[src/rtl/button_debouncer.sv]
// Push-button conditioner: per-channel 2-FF synchroniser, stability-qualified
// debounced level, registered press/release pulses and sticky press flags.
module button_debouncer #(
  parameter int NUM_BUTTONS   = 4,
  parameter int STABLE_CYCLES = 1000000,
  parameter bit ACTIVE_LOW    = 1'b1
) (
  input  logic                   clk_clk,
  input  logic                   reset_reset,
  input  logic [NUM_BUTTONS-1:0] btn_raw,
  output logic [NUM_BUTTONS-1:0] btn_level,
  output logic [NUM_BUTTONS-1:0] press_pulse,
  output logic [NUM_BUTTONS-1:0] release_pulse,
  output logic [NUM_BUTTONS-1:0] press_flag,
  input  logic [NUM_BUTTONS-1:0] flag_clr
);

  localparam int CW = $clog2(STABLE_CYCLES);
  localparam logic [CW-1:0] TERM = CW'(STABLE_CYCLES - 1);
  localparam logic [NUM_BUTTONS-1:0] IDLE = ACTIVE_LOW ? '1 : '0;

  logic [NUM_BUTTONS-1:0] sync1_q, sync2_q;
  logic [NUM_BUTTONS-1:0] level_q, level_d;
  logic [NUM_BUTTONS-1:0] press_q, press_d;
  logic [NUM_BUTTONS-1:0] release_q, release_d;
  logic [NUM_BUTTONS-1:0] flag_q, flag_d;
  logic [CW-1:0]          cnt_q [NUM_BUTTONS];
  logic [CW-1:0]          cnt_d [NUM_BUTTONS];

  always_comb begin
    // NOTE: every combinational output gets a default first so no path leaves it unassigned (no latch).
    level_d   = level_q;
    press_d   = '0;
    release_d = '0;
    cnt_d     = cnt_q;
    for (int i = 0; i < NUM_BUTTONS; i++) begin
      if (sync2_q[i] == level_q[i]) begin
        cnt_d[i] = '0;
      end else if (cnt_q[i] == TERM) begin
        // Input has disagreed with the level for STABLE_CYCLES samples: accept it.
        level_d[i] = sync2_q[i];
        cnt_d[i]   = '0;
        if (sync2_q[i] != IDLE[i]) press_d[i] = 1'b1;
        else                       release_d[i] = 1'b1;
      end else begin
        cnt_d[i] = cnt_q[i] + CW'(1);
      end
    end
    // A new press outranks a clear arriving in the same cycle.
    flag_d = (flag_q & ~flag_clr) | press_d;
  end

  always_ff @(posedge clk_clk) begin
    // NOTE: sequential state uses non-blocking assignments so every flop samples pre-edge values.
    if (reset_reset) begin
      sync1_q   <= IDLE;
      sync2_q   <= IDLE;
      level_q   <= IDLE;
      press_q   <= '0;
      release_q <= '0;
      flag_q    <= '0;
      // NOTE: the counter array is reset too, so a button held through reset requalifies from zero.
      cnt_q     <= '{default: '0};
    end else begin
      sync1_q   <= btn_raw;
      sync2_q   <= sync1_q;
      level_q   <= level_d;
      press_q   <= press_d;
      release_q <= release_d;
      flag_q    <= flag_d;
      cnt_q     <= cnt_d;
    end
  end

  assign btn_level     = level_q;
  assign press_pulse   = press_q;
  assign release_pulse = release_q;
  assign press_flag    = flag_q;

endmodule

[config.mk]
export PLATFORM = sky130hd
export DESIGN_NAME = button_debouncer
export DESIGN_NICKNAME = d
export VERILOG_FILES = /design/src/rtl/button_debouncer.sv
export SDC_FILE = /design/constraint.sdc
export NUM_CORES = 1
export LEC_CHECK = 0
export BUFFER_PORTS_ARGS = -buffer_cell sky130_fd_sc_hd__buf_2
export CAP_MARGIN = 20
export CORE_ASPECT_RATIO = 1.4
export CORE_MARGIN = 2
export CORE_UTILIZATION = 35
export DETAILED_ROUTE_END_ITERATION = 6
export HOLD_SLACK_MARGIN = 0.08
export SYNTH_ARGS = -nofsm -noshare
export SYNTH_HDL_FRONTEND = slang
export SYNTH_SLANG_ARGS = --single-unit
export TNS_END_PERCENT = 5
[constraint.sdc]
create_clock -name clk_clk -period 2.33 [get_ports clk_clk]
set_clock_uncertainty 0.15 [all_clocks]
set_input_delay 0.466 -clock clk_clk [delete_from_list [all_inputs] [get_ports clk_clk]]
set_output_delay 0.466 -clock clk_clk [all_outputs]
set_load 0.01 [all_outputs]
Word-level counts from Yosys, hierarchy flattened:

Index checks and enable logic that the tools add are counted.

* reductions and logical operators: 12
* bitwise logic cells: 11
* $add $sub $neg: 4
* muxes and demuxes: 16
* eq/ne operators: 8

Operator list (number)
* $add A20 B1 Y20 const B: 4
* $eq A20 B20 Y1 const B: 4
* $reduce_or A3 Y1: 8
* $mux W1: 16
* $not A1 Y1: 8
* $reduce_and A2 Y1: 4
* $and A4 B4 Y4: 1
* $eq A1 B1 Y1: 4
* $not A4 Y4: 1
* $or A4 B4 Y4: 1

* output and inout port bits: 16
* word-level logic and storage cells: 67
* register bits after elaboration: 104
* bits of input ports: 10

Depth between registers and ports, before layout:

* word-level depth: 4
* gate-level depth with buffers: 7
* depth with buffers taken out: 5

Least setup slack after synthesis:

No wires, ideal clock.

* path type: flip-flop to flip-flop
* start point: register cnt_q[0] (netlist name)
* end point: register cnt_q[10] (netlist name)
* required time: 2.052 ns
* path slack: 0.359 ns
* buffers on the path: 2
* setup time: 0.128 ns
* clock period less this slack: 1.971 ns
* cell stages (with the launch flop): 8
* arrival: 1.693 ns
* path through: dfxtp_1 > ha_1 > and3_1 > buf_2 > nand3_1 > o21ai_1 > clkbuf_1 > nor2_1

* cells in the longest elaborated chain, start to end: 2
* elaborated cells on any way between the ends: 3
* classes of those cells: add/sub (1); eq/ne (1); reduce/logical (1)

Ends and longest elaborated chain
* start: declaration: line 27 `logic [CW-1:0] cnt_q [NUM_BUTTONS];`
* start signal: assignment: line 71 `cnt_q <= cnt_d;`
* parallel branches: the longest is 2 deep, another holds $add A20 B1 Y20

Parallel ways; which one is timed is not known.
A chain may end at the register's enable or synchronous reset.

Worst setup path in the final report:

* start point: register cnt_q[48] (netlist name)
* end point: register cnt_q[56] (netlist name)

Same word-level chain as after synthesis.

==> run_results.csv <==
group,metric,value,unit
die,core-area,12300,sq um
cts,postCtsSetupBuffers,0,
synthesis,ys_top_cells_by_count,"dfxtp_1 (104), nor2_1 (62), xnor2_1 (34)",
sta,setup_viol,0,
sta,max_freq,496,MHz
run_status,outcome,"finished clean",
die,io_pins,26,
synthesis,avgSynthCellArea,9.05,sq um
routing,drtIter0Drc,85,
sta,worst-slew-pin-transition,0.568,ns
sta,tns,0,ns
sta,post-route-min-period,2.02,ns
synthesis,synth_area_leaders,"dfxtp_1 (47%), xnor2_1 (6.7%), nor2_1 (5.3%)",
cts,cts_resized,0,
place,io_buffers,25,
routing,ant_nets,0,
die,dieArea,13500,sq um
synthesis,synth_edf_count,0,
setup_path,crit_chain,"or4b_1 > nor4_4 > a211o_1 > buf_12 > nor2_1",
setup_path,cp.arrival,2.10,ns
routing,drt_wl_total,8.84,mm
setup_path,critPathCaptureType,"flop",
setup_path,slowest_stage,"or4b_1",
routing,drtPass1Iterations,6,
setup_path,cp_max_fo,18,
routing,routed_via_density,5.19,
routing,num_vias,3511,
grt,grt_pass1_wl,15.2,mm
grt,grt_usage,13.7,%
setup_path,setup.worst_path.start_class,"flop",
synthesis,yosysMostFrequentCell,"dfxtp_1",
setup_path,slowest_delay,0.59,ns
die,num_rows,48,
hold_path,min_path_type,"input pin to flop",
run,cap_violations,0,
cts,clockRootBuffer,"clkbuf_16",
setup_path,critPathKind,"flop to flop",
synthesis,yosysWarnings,0,
cts,htree_num_levels,3,
place,dp_hpwl,6.33,mm
sta,rsz0062_at_grt,"false",
sta,hold_viol_final,0,
final_layout,syn2layout_area_growth,14.9,%
final_layout,nFillCells,1208,
final_layout,fin_cells,676,
die,die_h,137,um
grt,grt_pass1_vias,3388,
final_layout,nets,535,
cts,clockBufferDepth,2,
place,place.gp.congestion,0.790,
power,power_leakage,1.66,nW
cts,cts_tree,"yes",
power,ir_worst_vdd,404,uV
synthesis,synth.distinct_cells,39,
cts,ctsHoldBuffers,0,
sta,slew_viol_final,0,
grt,grt_max_degree,24,
sta,relSlewSlack,61.8,%
die,dieWidth,98.9,um
setup_path,rr_worst_depth,5,
synthesis,yosysTopAreaCell,"dfxtp_1",
synthesis,ys_seq_elements,104,
final_layout,n_antenna_cell,0,
synthesis,synthesis.area,4420,sq um
hold_path,hold_start,"btn_raw[3]",
power,power_density,673,nW/um^2
routing,drc_errors,0,
place,dp_cells,660,
cts,clkSinkCount,104,
final_layout,drive_above_1_share,12.7,%
synthesis,synthArstFlopShare,0,%
grt,antenna_found_initial,0,
sta,min_period_over_period,86.5,%
cts,cts-buffers-inserted,9,
routing,wl_per_cell,13.1,um
synthesis,synth.top_cell.area_share,47.1,%
synthesis,netlist_instances,488,
synthesis,synth-main-ff-cell,"dfxtp_1",
hold_path,min_to,"sync1_q[3]",
synthesis,ys_seq_area_share,47.1,%
setup_path,rrSetupSlack,0.31,ns
cts,clk_pin_slew,0.07,ns
setup_path,timing.rr.start,"cnt_q[48]",
setup_path,r2r_end,"cnt_q[56]",
cts,clk_latency,0.34,ns
hold_path,worst_hold_path.num_cells,2,
grt,gr-total-overflow,0,
synthesis,syn_nets,502,
die,initial_core_util,35.9,%
setup_path,required,2.41,ns
## worst max-delay path, delay by kind of cell (launching register included)
family | cells | cell delay [ns]
buffers and inverters | 1 | 0.15
AND/OR/NAND/NOR | 3 | 1.03
AO/OA/AOI/OAI | 1 | 0.22
flip-flops | 1 | 0.36
## cell usage in the layout, fill, tap and decap left out, types with 2 or more instances in the layout
master	Yosys	routed
a211o_1	4	4
nand3_1	24	24
a31o_2	4	4
clkbuf_8	0	3
nand4b_1	5	5
ha_1	4	4
o31ai_1	3	3
nor4b_1	4	4
xor2_1	19	19
xnor2_1	34	34
and4_1	18	18
nand4_1	18	18
or4_1	3	3
nor3b_1	2	2
nand2_1	26	26
nor2b_1	4	4
or3_1	16	16
nor4_1	8	8
nor2_1	62	62
or4b_1	2	2
or2_2	9	9
and2_1	4	4
nor3_1	15	15
buf_2	3	25
buf_4	1	10
a21o_1	4	4
o21ai_0	16	16
clkbuf_16	0	9
and3_1	16	16
nand2b_1	7	7
a21oi_1	26	26
dfxtp_1	104	104
inv_1	8	8
## flip-flops by register name (all words and copies together), names as in the netlist
name	flops
sync2_q	4
press_pulse	4
cnt_q	80
press_flag	4
release_pulse	4
sync1_q	4
btn_level	4
## cell type report
class / count / area, sq um / area share, %
tap: 150 / 188 / 3.70
timing repair buffer: 36 / 220 / 4.34
clock buffer: 13 / 270 / 5.33
sequential: 104 / 2080 / 41.0
clock inverter: 3 / 47.5 / 0.937
multi-input combinational: 362 / 2240 / 44.1
inverter: 8 / 30.0 / 0.592
## stage by stage
stage               util (%)  hold slack (ns)  worst slack (ns)  instance area [sq um]  power (W)
floorplan                  -            0.239             0.359                   4420    0.00186
global placement        38.6            0.246             0.342                   4760    0.00188
detailed placement      38.6            0.243             0.330                   4760    0.00188
CTS                     41.2            0.145             0.316                   5070    0.00346
global route            41.2            0.148             0.214                   5070    0.00353
finish                  41.2            0.152             0.315                   5070    0.00341
## cells by family after synthesis
| kind of cell | Yosys count | share of synthesized area, % |
|---|---|---|
| AND/OR/NAND/NOR | 247 | 31.4 |
| flip-flops | 104 | 47.1 |
| AO/OA/AOI/OAI | 58 | 7.65 |
| XOR/XNOR | 53 | 10.5 |
| buffers and inverters | 22 | 2.21 |
| adder cells (fa/ha/maj) | 4 | 1.13 |
## power by group
part	switching, W	internal, W	leakage [nW]
registers	0.00000577	0.00179	0.840
clock network	0.000647	0.000927	0.156
logic	0.0000272	0.0000216	0.667
total	0.000680	0.00273	1.66
## per-layer routing
metal / GRT usage, % / vias to the layer above / part of all wire, %
li1: - / 1797 / -
met1: 15.9 / 1663 / 45
met2: 24.1 / 41 / 51
met3: 2.81 / 10 / 2.4
met4: 6.47 / 0 / 2.3
met5: 0 / - / 0
## how the worst max path moves through the flow
stage / from / endpoint / slack, ns / cells past startpoint
6_report: cnt_q[48] / cnt_q[56] / 0.31 / 5
3_5_place_dp: cnt_q[48] / cnt_q[56] / 0.33 / 5
5_1_grt: cnt_q[48] / press_pulse[1] / 0.21 / 4
4_1_cts: cnt_q[48] / cnt_q[56] / 0.32 / 5
3_3_place_gp: cnt_q[48] / press_pulse[1] / 0.34 / 4
2_1_floorplan: cnt_q[0] / cnt_q[10] / 0.36 / 7
No activity file was read; power rests on OpenSTA's default activity.
